<file path="src/rtl/gpt_pkg.sv">
// Shared types and constants for the general-purpose timer channels.
// Imported by the input capture channel and its filter.
package gpt_pkg;

    typedef enum logic [1:0] {
        CCS_OFF    = 2'b00,
        CCS_TI     = 2'b01,
        CCS_TI_ALT = 2'b10,
        CCS_RSVD   = 2'b11
    } ccs_e;

    typedef enum logic [1:0] {
        POL_RISING,
        POL_FALLING,
        POL_BOTH
    } pol_mode_e;

    typedef enum logic [1:0] {
        PSC_DIV1,
        PSC_DIV2,
        PSC_DIV4,
        PSC_DIV8
    } psc_e;

    localparam int FILT_W = 4;
    localparam int PSC_W  = 3;

    // Last edge index of each prescaler ratio; the capture fires on it.
    localparam logic [PSC_W-1:0] PSC_TOP [4] = '{3'd0, 3'd1, 3'd3, 3'd7};

    // The reserved 01 combination behaves as rising-edge.
    function automatic pol_mode_e pol_mode(input logic ccp, input logic ccnp);
        case ({ccp, ccnp})
            2'b10:   return POL_FALLING;
            2'b11:   return POL_BOTH;
            default: return POL_RISING;
        endcase
    endfunction

endpackage

</file>
<file path="src/rtl/ic_input_filter.sv">
// Two-flop synchronizer followed by an N-sample digital glitch filter.
// A new level is forwarded only after it has been seen len_i+1 times in a row.
module ic_input_filter
    import gpt_pkg::*;
(
    input  logic              clk_i,
    input  logic              aresetn_i,
    input  logic              in_i,
    input  logic [FILT_W-1:0] len_i,
    output logic              level_o
);

    logic              r_sync1;
    logic              r_sync2;
    logic              r_level;
    logic [FILT_W-1:0] r_cnt;
    logic [FILT_W-1:0] r_len;

    // NOTE: every register here is state updated on the clock edge, so it
    // uses non-blocking assignments to avoid read/write ordering races.
    always_ff @(posedge clk_i or negedge aresetn_i) begin
        if (!aresetn_i) begin
            r_sync1 <= 1'b0;
            r_sync2 <= 1'b0;
            r_level <= 1'b0;
            r_cnt   <= '0;
            r_len   <= '0;
        end else begin
            r_sync1 <= in_i;
            r_sync2 <= r_sync1;
            r_len   <= len_i;
            // A length change or any sample matching the output restarts the run.
            if (len_i != r_len || r_sync2 == r_level) begin
                r_cnt <= '0;
            end else if (r_cnt >= len_i) begin
                r_level <= r_sync2;
                r_cnt   <= '0;
            end else begin
                r_cnt <= r_cnt + 1'b1;
            end
        end
    end

    assign level_o = r_level;

endmodule

</file>
<file path="src/rtl/input_capture_channel.sv">
// Timer capture channel input stage: source select, filter, edge detect,
// prescaler and capture register with flag, overcapture, IRQ and DMA handling.
module input_capture_channel
    import gpt_pkg::*;
#(
    parameter int CNT_WIDTH = 32
) (
    input  logic                 clk_i,
    input  logic                 aresetn_i,
    input  logic [CNT_WIDTH-1:0] cnt_i,
    input  logic                 ti_i,
    input  logic                 ti_alt_i,
    input  logic [1:0]           ccs_i,
    input  logic                 cce_i,
    input  logic                 ccp_i,
    input  logic                 ccnp_i,
    input  logic [3:0]           icf_i,
    input  logic [1:0]           icpsc_i,
    input  logic                 ccie_i,
    input  logic                 ccde_i,
    input  logic                 ccr_rd_i,
    input  logic                 ccif_clr_i,
    input  logic                 ccof_clr_i,
    input  logic                 dack_i,
    output logic [CNT_WIDTH-1:0] ccr_o,
    output logic                 ccif_o,
    output logic                 ccof_o,
    output logic                 irq_o,
    output logic                 dreq_o,
    output logic                 tif_o,
    output logic                 ted_o
);

    ccs_e      w_ccs;
    pol_mode_e w_mode;
    psc_e      w_psc;
    logic      w_sel_in;
    logic      w_level;
    logic      w_rise;
    logic      w_fall;
    logic      w_ted;
    logic      w_active;
    logic      w_cap;

    logic                 r_level_q;
    logic [PSC_W-1:0]     r_psc;
    logic [CNT_WIDTH-1:0] r_ccr;
    logic                 r_ccif;
    logic                 r_ccof;
    logic                 r_dreq;

    assign w_ccs  = ccs_e'(ccs_i);
    assign w_psc  = psc_e'(icpsc_i);
    assign w_mode = pol_mode(ccp_i, ccnp_i);

    // NOTE: the default assignment ahead of the case keeps this purely
    // combinational; leaving a path unassigned would infer a latch.
    always_comb begin
        w_sel_in = 1'b0;
        case (w_ccs)
            CCS_TI:     w_sel_in = ti_i;
            CCS_TI_ALT: w_sel_in = ti_alt_i;
            default:    w_sel_in = 1'b0;
        endcase
    end

    ic_input_filter u_filter (
        .clk_i     (clk_i),
        .aresetn_i (aresetn_i),
        .in_i      (w_sel_in),
        .len_i     (icf_i),
        .level_o   (w_level)
    );

    // Edges are taken on the unpolarised level so a polarity change never fakes one.
    assign w_rise = w_level & ~r_level_q;
    assign w_fall = ~w_level & r_level_q;

    always_comb begin
        w_ted = w_rise;
        case (w_mode)
            POL_FALLING: w_ted = w_fall;
            POL_BOTH:    w_ted = w_rise | w_fall;
            default:     w_ted = w_rise;
        endcase
    end

    assign w_active = cce_i && (w_ccs == CCS_TI || w_ccs == CCS_TI_ALT);
    assign w_cap    = w_active && w_ted && (r_psc == PSC_TOP[w_psc]);

    always_ff @(posedge clk_i or negedge aresetn_i) begin
        if (!aresetn_i) begin
            r_level_q <= 1'b0;
            r_psc     <= '0;
            r_ccr     <= '0;
            r_ccif    <= 1'b0;
            r_ccof    <= 1'b0;
            r_dreq    <= 1'b0;
        end else begin
            r_level_q <= w_level;

            if (!w_active) begin
                r_psc <= '0;
            end else if (w_ted) begin
                r_psc <= w_cap ? '0 : r_psc + 1'b1;
            end

            if (w_cap) begin
                r_ccr <= cnt_i;
            end

            // A capture in the same cycle always beats any clear source.
            if (w_cap) begin
                r_ccif <= 1'b1;
            end else if (ccif_clr_i || ccr_rd_i || dack_i) begin
                r_ccif <= 1'b0;
            end

            if (w_cap && r_ccif) begin
                r_ccof <= 1'b1;
            end else if (ccof_clr_i) begin
                r_ccof <= 1'b0;
            end

            if (w_cap && ccde_i) begin
                r_dreq <= 1'b1;
            end else if (dack_i) begin
                r_dreq <= 1'b0;
            end
        end
    end

    assign ccr_o  = r_ccr;
    assign ccif_o = r_ccif;
    assign ccof_o = r_ccof;
    assign dreq_o = r_dreq;
    assign irq_o  = r_ccif & ccie_i;
    assign ted_o  = w_ted;
    assign tif_o  = (w_mode == POL_FALLING) ? ~w_level : w_level;

endmodule

</file>
<file path="config.mk">
export PLATFORM = sky130hd
export DESIGN_NAME = input_capture_channel
export DESIGN_NICKNAME = d
export VERILOG_FILES = /design/src/rtl/gpt_pkg.sv /design/src/rtl/ic_input_filter.sv /design/src/rtl/input_capture_channel.sv
export SDC_FILE = /design/constraint.sdc
export NUM_CORES = 1
export LEC_CHECK = 0
export ABC_AREA = 1
export BUFFER_PORTS_ARGS = -buffer_cell sky130_fd_sc_hd__buf_4
export CORE_UTILIZATION = 45
export CTS_BUF_LIST = sky130_fd_sc_hd__clkbuf_4
export CTS_CLUSTER_DIAMETER = 80
export CTS_CLUSTER_SIZE = 16
export DETAILED_ROUTE_END_ITERATION = 10
export PLACE_DENSITY = 0.78
export SLEW_MARGIN = 20
export SYNTH_ARGS = -nofsm -noshare
export SYNTH_HDL_FRONTEND = slang
export SYNTH_SLANG_ARGS = --single-unit
</file>
<file path="constraint.sdc">
create_clock -name clk_i -period 4 [get_ports clk_i]
set_input_delay 0.6 -clock clk_i [delete_from_list [all_inputs] [get_ports clk_i]]
set_output_delay 0.6 -clock clk_i [all_outputs]
set_load 0.01 [all_outputs]
</file>
== Word level (Yosys, flattened, before mapping) ==
Index checks and enable logic that the tools add are counted.
Storage, ports and cells
  register bits after elaboration: 50
  input bits: 53
  output and inout bits: 38
Cells by class
  add/sub/neg operators: 2
  $lt $le $gt $ge: 2
  eq/ne operators: 10
  multiplexer cells: 18
  bitwise gates (word level): 8
  reductions and logical operators: 13
Operator list (number)
  3-bit two-way mux: 5
  2-bit == test, second input constant: 4
  4-bit two-way mux: 2
  1-bit two-way mux: 7
  3-bit binary-select mux with 2-bit select: 1
  2-bit nonzero test: 3
  1-bit logical AND: 5
  4-bit by 1-bit adder with 4-bit output, second input constant: 1
  2-bit by 1-bit == test with 1-bit output, second input constant: 2
  4-bit greater-or-equal comparator: 1
  1-bit logical OR: 4
  4-bit != test: 1
  1-bit case mux with 2 select lines: 2
  2-bit case mux with 2 select lines: 1
  3-bit by 1-bit adder with 3-bit output, second input constant: 1
  1-bit bitwise AND: 3
  3-bit == test: 1
  3-bit greater-or-equal comparator, second input constant: 1
  1-bit NOT: 3
  2-bit NOT with 3-bit output: 1
  2-bit != test, second input constant: 1
  2-bit AND reduction: 1
  1-bit == test: 1
  1-bit OR: 1

== Logic depth before layout (Yosys ltp) ==
  depth in word-level cells: 9
  depth in mapped cells: 11

== Cells and area by module ==
Synthesis repeated with hierarchy kept, for this count alone.
Second synthesis, totals
  cells, all modules: 271
  area total of the unflattened synthesis: 2376.0 µm²
Modules (own cells, without submodules)
  input_capture_channel: instances 1, cells each 214, area an instance 1833.0 µm², sequential area each 975.9 µm²
  ic_input_filter: instances 1, cells each 57, area an instance 543.0 µm², sequential area each 275.3 µm²

== Worst setup path after synthesis ==
Ideal clock, no wire load.
  path type: input port to flip-flop
  start point: input port ccs_i[0]
  end point: register r_ccr[12], in the netlist ccr_o[12]
  library setup time: 117 ps
  arrival time: 1622 ps
  required time: 3883 ps
  path slack: 2261 ps
  stages on the path: 9
  path through: inv_1 -> ha_1 -> nor2_1 -> inv_1 -> nor2_4 -> nand2_4 -> buf_6 -> nand2_1 -> nand2_1
On the way
  longest elaborated chain between the ends: 5
  elaborated cells between the ends (all ways): 6
RTL lines
  start: declaration: RTL line input_capture_channel.sv:13  | input logic [1:0] ccs_i,
  2-bit by 1-bit == test with 1-bit output / 2-bit == test (equally long branches): RTL line input_capture_channel.sv:88  | assign w_active = cce_i && (w_ccs == CCS_TI || w_ccs == CCS_TI_ALT);
  1-bit logical OR (*): RTL line input_capture_channel.sv:88
  1-bit logical AND (*): RTL line input_capture_channel.sv:88
  1-bit logical AND (*) (2 in a row): RTL line input_capture_channel.sv:89  | assign w_cap = w_active && w_ted && (r_psc == PSC_TOP[w_psc]);
  end signal: assignment: RTL line input_capture_channel.sv:109  | r_ccr <= cnt_i;
  end: declaration: RTL line input_capture_channel.sv:47  | logic [CNT_WIDTH-1:0] r_ccr;
Mark *: on every way between the ends. The rest lies on a longest branch, timed or not.
A chain may end at the register's enable or synchronous reset.

== Worst setup path after layout ==
  start point: register u_filter.r_level, in the netlist u_filter.level_o
  end point: register r_ccr[23], in the netlist ccr_o[23]
On the way
  longest elaborated chain between the ends: 6
  elaborated cells between the ends (all ways): 7
RTL lines
  start: declaration: RTL line ic_input_filter.sv:15  | logic r_level;
  start signal: assignment: RTL line ic_input_filter.sv:36  | r_level <= r_sync2;
  1-bit NOT: RTL line input_capture_channel.sv:77  | assign w_fall = ~w_level & r_level_q;
  1-bit bitwise AND: RTL line input_capture_channel.sv:77
  1-bit OR: RTL line input_capture_channel.sv:83  | POL_BOTH: w_ted = w_rise | w_fall;
  1-bit case mux with 2 select lines (*): RTL line input_capture_channel.sv:81  | case (w_mode)
  1-bit logical AND (*) (2 in a row): RTL line input_capture_channel.sv:89
Marked as above.

==> reports/metrics.cfg <==
[power]
leakage_uw = 0.00179
ir_drop_mv = 0.129
power_density_nw_per_um2 = 277
post-layout-total-power_uw = 852

[floorplanning]
die_y_um = 74.1
ioPinCount = 91
initial_utilization_pct = 48.0
die_area_sq_um = 5500
fp-row-count = 25
fp.coreArea_sq_um = 4880
die_w_um = 74.1

[sta]
fin_ws_ns = 1.65
finClkSkew_ns = 0.0171
tns_ns = 0
worstMarginPinSlew_ns = 0.785
rsz0062_at_grt = false
fmax_ghz = 0.425
hold_viol = 0
fin_crit_ns = 2.35
hold_ws_ns = 0.245
min_period_over_period_pct = 58.8
setup_viol = 0
drv_slew = 0
slew_headroom_pct = 47.5

[critical_path]
worst_r2r_endpoint = ccr_o[23]
crit_arrival_ns = 2.61
worstRegToRegCells = 9
critPathMaxFanout = 35
crit_required_ns = 4.26
worst-r2r-setup-slack_ns = 1.65
path_class = reg -> reg
cp-endpoint = ccr_o[23]
critical_path.startpoint = u_filter.level_o
r2r_start = u_filter.level_o
cp-start-kind = flip-flop
crit_path_end_kind = flip-flop

[yosys]
synth.area.top_cells = dfrtp_1 (53%), nand2_1 (16%), nand3_1 (8.8%)
synth-main-ff-cell = dfrtp_1
synth_area_sq_um = 2340
synth_simple_gate_area_share_pct = 29.4
syn_inst = 264
synth_most_common_cell = nand2_1
seq_area_frac_synth_pct = 53.4
ys_ff_latch = 50
synth-xor-area-share_pct = 2.99
synth_top_family_by_area = simple AND/OR/NAND/NOR gates
synth_mux_area_share_pct = 0
synth_edf_count = 0
avgSynthCellArea_sq_um = 8.87
yosysWarningCount = 0
synth_common_cells = nand2_1 (97), dfrtp_1 (50), nand3_1 (41)
synth_top_area_cell = dfrtp_1
synthArstFlopShare_pct = 100
synth_top_area_share_pct = 53.4
synth-compound-area-share_pct = 1.50
syn_nets = 327
yosysUniqueCellTypes = 19
synth_adder_area_share_pct = 5.34

[clock_network]
cts_setup_buffers = 0
path_clk_slew_ns = 0.15
htreeDepth = 2
insertion_delay_ns = 0.36
cts_resized = 0
clock-sinks = 50
cts_tree = done
cts_root_buf = clkbuf_4
cts_buffer_depth = 2
hold_buffers = 0
cts-buffers-inserted = 5

[detailed_routing]
via_per_inst = 4.73
drtPass1Iterations = 4
antenna_left = 0
drc = 0
vias = 1986
drt_iter0_drc = 112
finalWirelength_um = 5130
routedWlPerCell_um = 12.2

[final_layout]
finish.utilization_pct = 63.1
fill_cells = 447
seq_area_sq_um = 1250
area_growth_pct = 31.4
multi_input_comb_area_sq_um = 918
antenna_cells = 0
drive_gt1_share_pct = 29.2
nets = 415

[grt]
grt_antenna_before_repair = 0
grt_max_degree = 51
grt_pass1_vias = 1895
grt_pass1_wl_um = 8110
globalRouteTotalUtil_pct = 19.2
grt-ovfl-total = 0

[place]
io_buffers = 90
pre_cts_ws_ns = 1.35
gp_congestion = 0.739
hpwl_um = 3740

[status]
status = finished clean

[flow_run]
drv_cap = 0

[min_path]
min_path_type = in -> async

## stage by stage
stage | cells | cell area (sq um)
after floorplan | 264 | 2340
after global placement | 412 | 3020
after detailed placement | 412 | 3020
after CTS | 420 | 3080
after global routing | 420 | 3080
final | 420 | 3080
## where the power goes
part	switching, uW	total, uW	internal, uW
Clock	158	234	76.3
Sequential	5.39	520	515
Combinational	45.7	97.3	51.7
## metal layers
| metal | vias to the layer above | part of all wire, % | global-route usage, % |
|---|---|---|---|
| met5 | - | 0 | 0 |
| met2 | 63 | 50 | 33.6 |
| met4 | 0 | 1.4 | 6.62 |
| met1 | 917 | 42 | 23.1 |
| li1 | 1000 | - | - |
| met3 | 6 | 5.7 | 4.34 |
## area by class of cell
cell class | instances | area share [%]
Timing Repair Buffer | 90 | 22.0
Inverter | 24 | 2.93
Multi-Input combinational cell | 181 | 29.8
Clock buffer | 6 | 1.46
Sequential cell | 50 | 40.7
Clock inverter | 2 | 0.447
Tap cell | 67 | 2.72
## flip-flops by register name (all words and copies together) (netlist names)
register,flops
u_filter.r_sync1,1
u_filter.r_len,4
r_level_q,1
u_filter.level_o,1
dreq_o,1
ccr_o,32
ccof_o,1
u_filter.r_cnt,4
u_filter.r_sync2,1
r_psc,3
ccif_o,1
## cells by family after synthesis
group	after synthesis
flip-flops	50
AND/OR/NAND/NOR	156
XOR/XNOR	8
adder cells (fa/ha/maj)	10
AO/OA/AOI/OAI	7
buffers and inverters	33
## cell usage in the layout (no fill, tap or decap), types with 2 or more instances in the layout
master,count
buf_4,90
nand2_1,97
xor2_1,3
a21oi_1,2
o21ai_0,4
inv_1,24
ha_1,10
dfrtp_1,50
nand3_1,41
xnor2_1,5
nor2_1,12
clkbuf_4,6
## worst max-delay path, cell delays in order, from the launching register on
cell and delay (ns):
dfrtp_1 0.46, ha_1 0.29, inv_1 0.05, nand3_1 0.08, nand2_1 0.08, nor2_1 0.06, nor2_4 0.60, nand2_4 0.40
nand2_1 0.17, nand2_1 0.06
## worst min-delay path by stage
stage | end | cells past startpoint
after global placement | u_filter.r_sync2 | 0
after global routing | ccr_o[2] | 1
final | ccr_o[2] | 1
after CTS | ccr_o[3] | 1
after detailed placement | u_filter.r_sync2 | 0
after floorplan | ccif_o | 0
(Power assumes the default switching activity.)
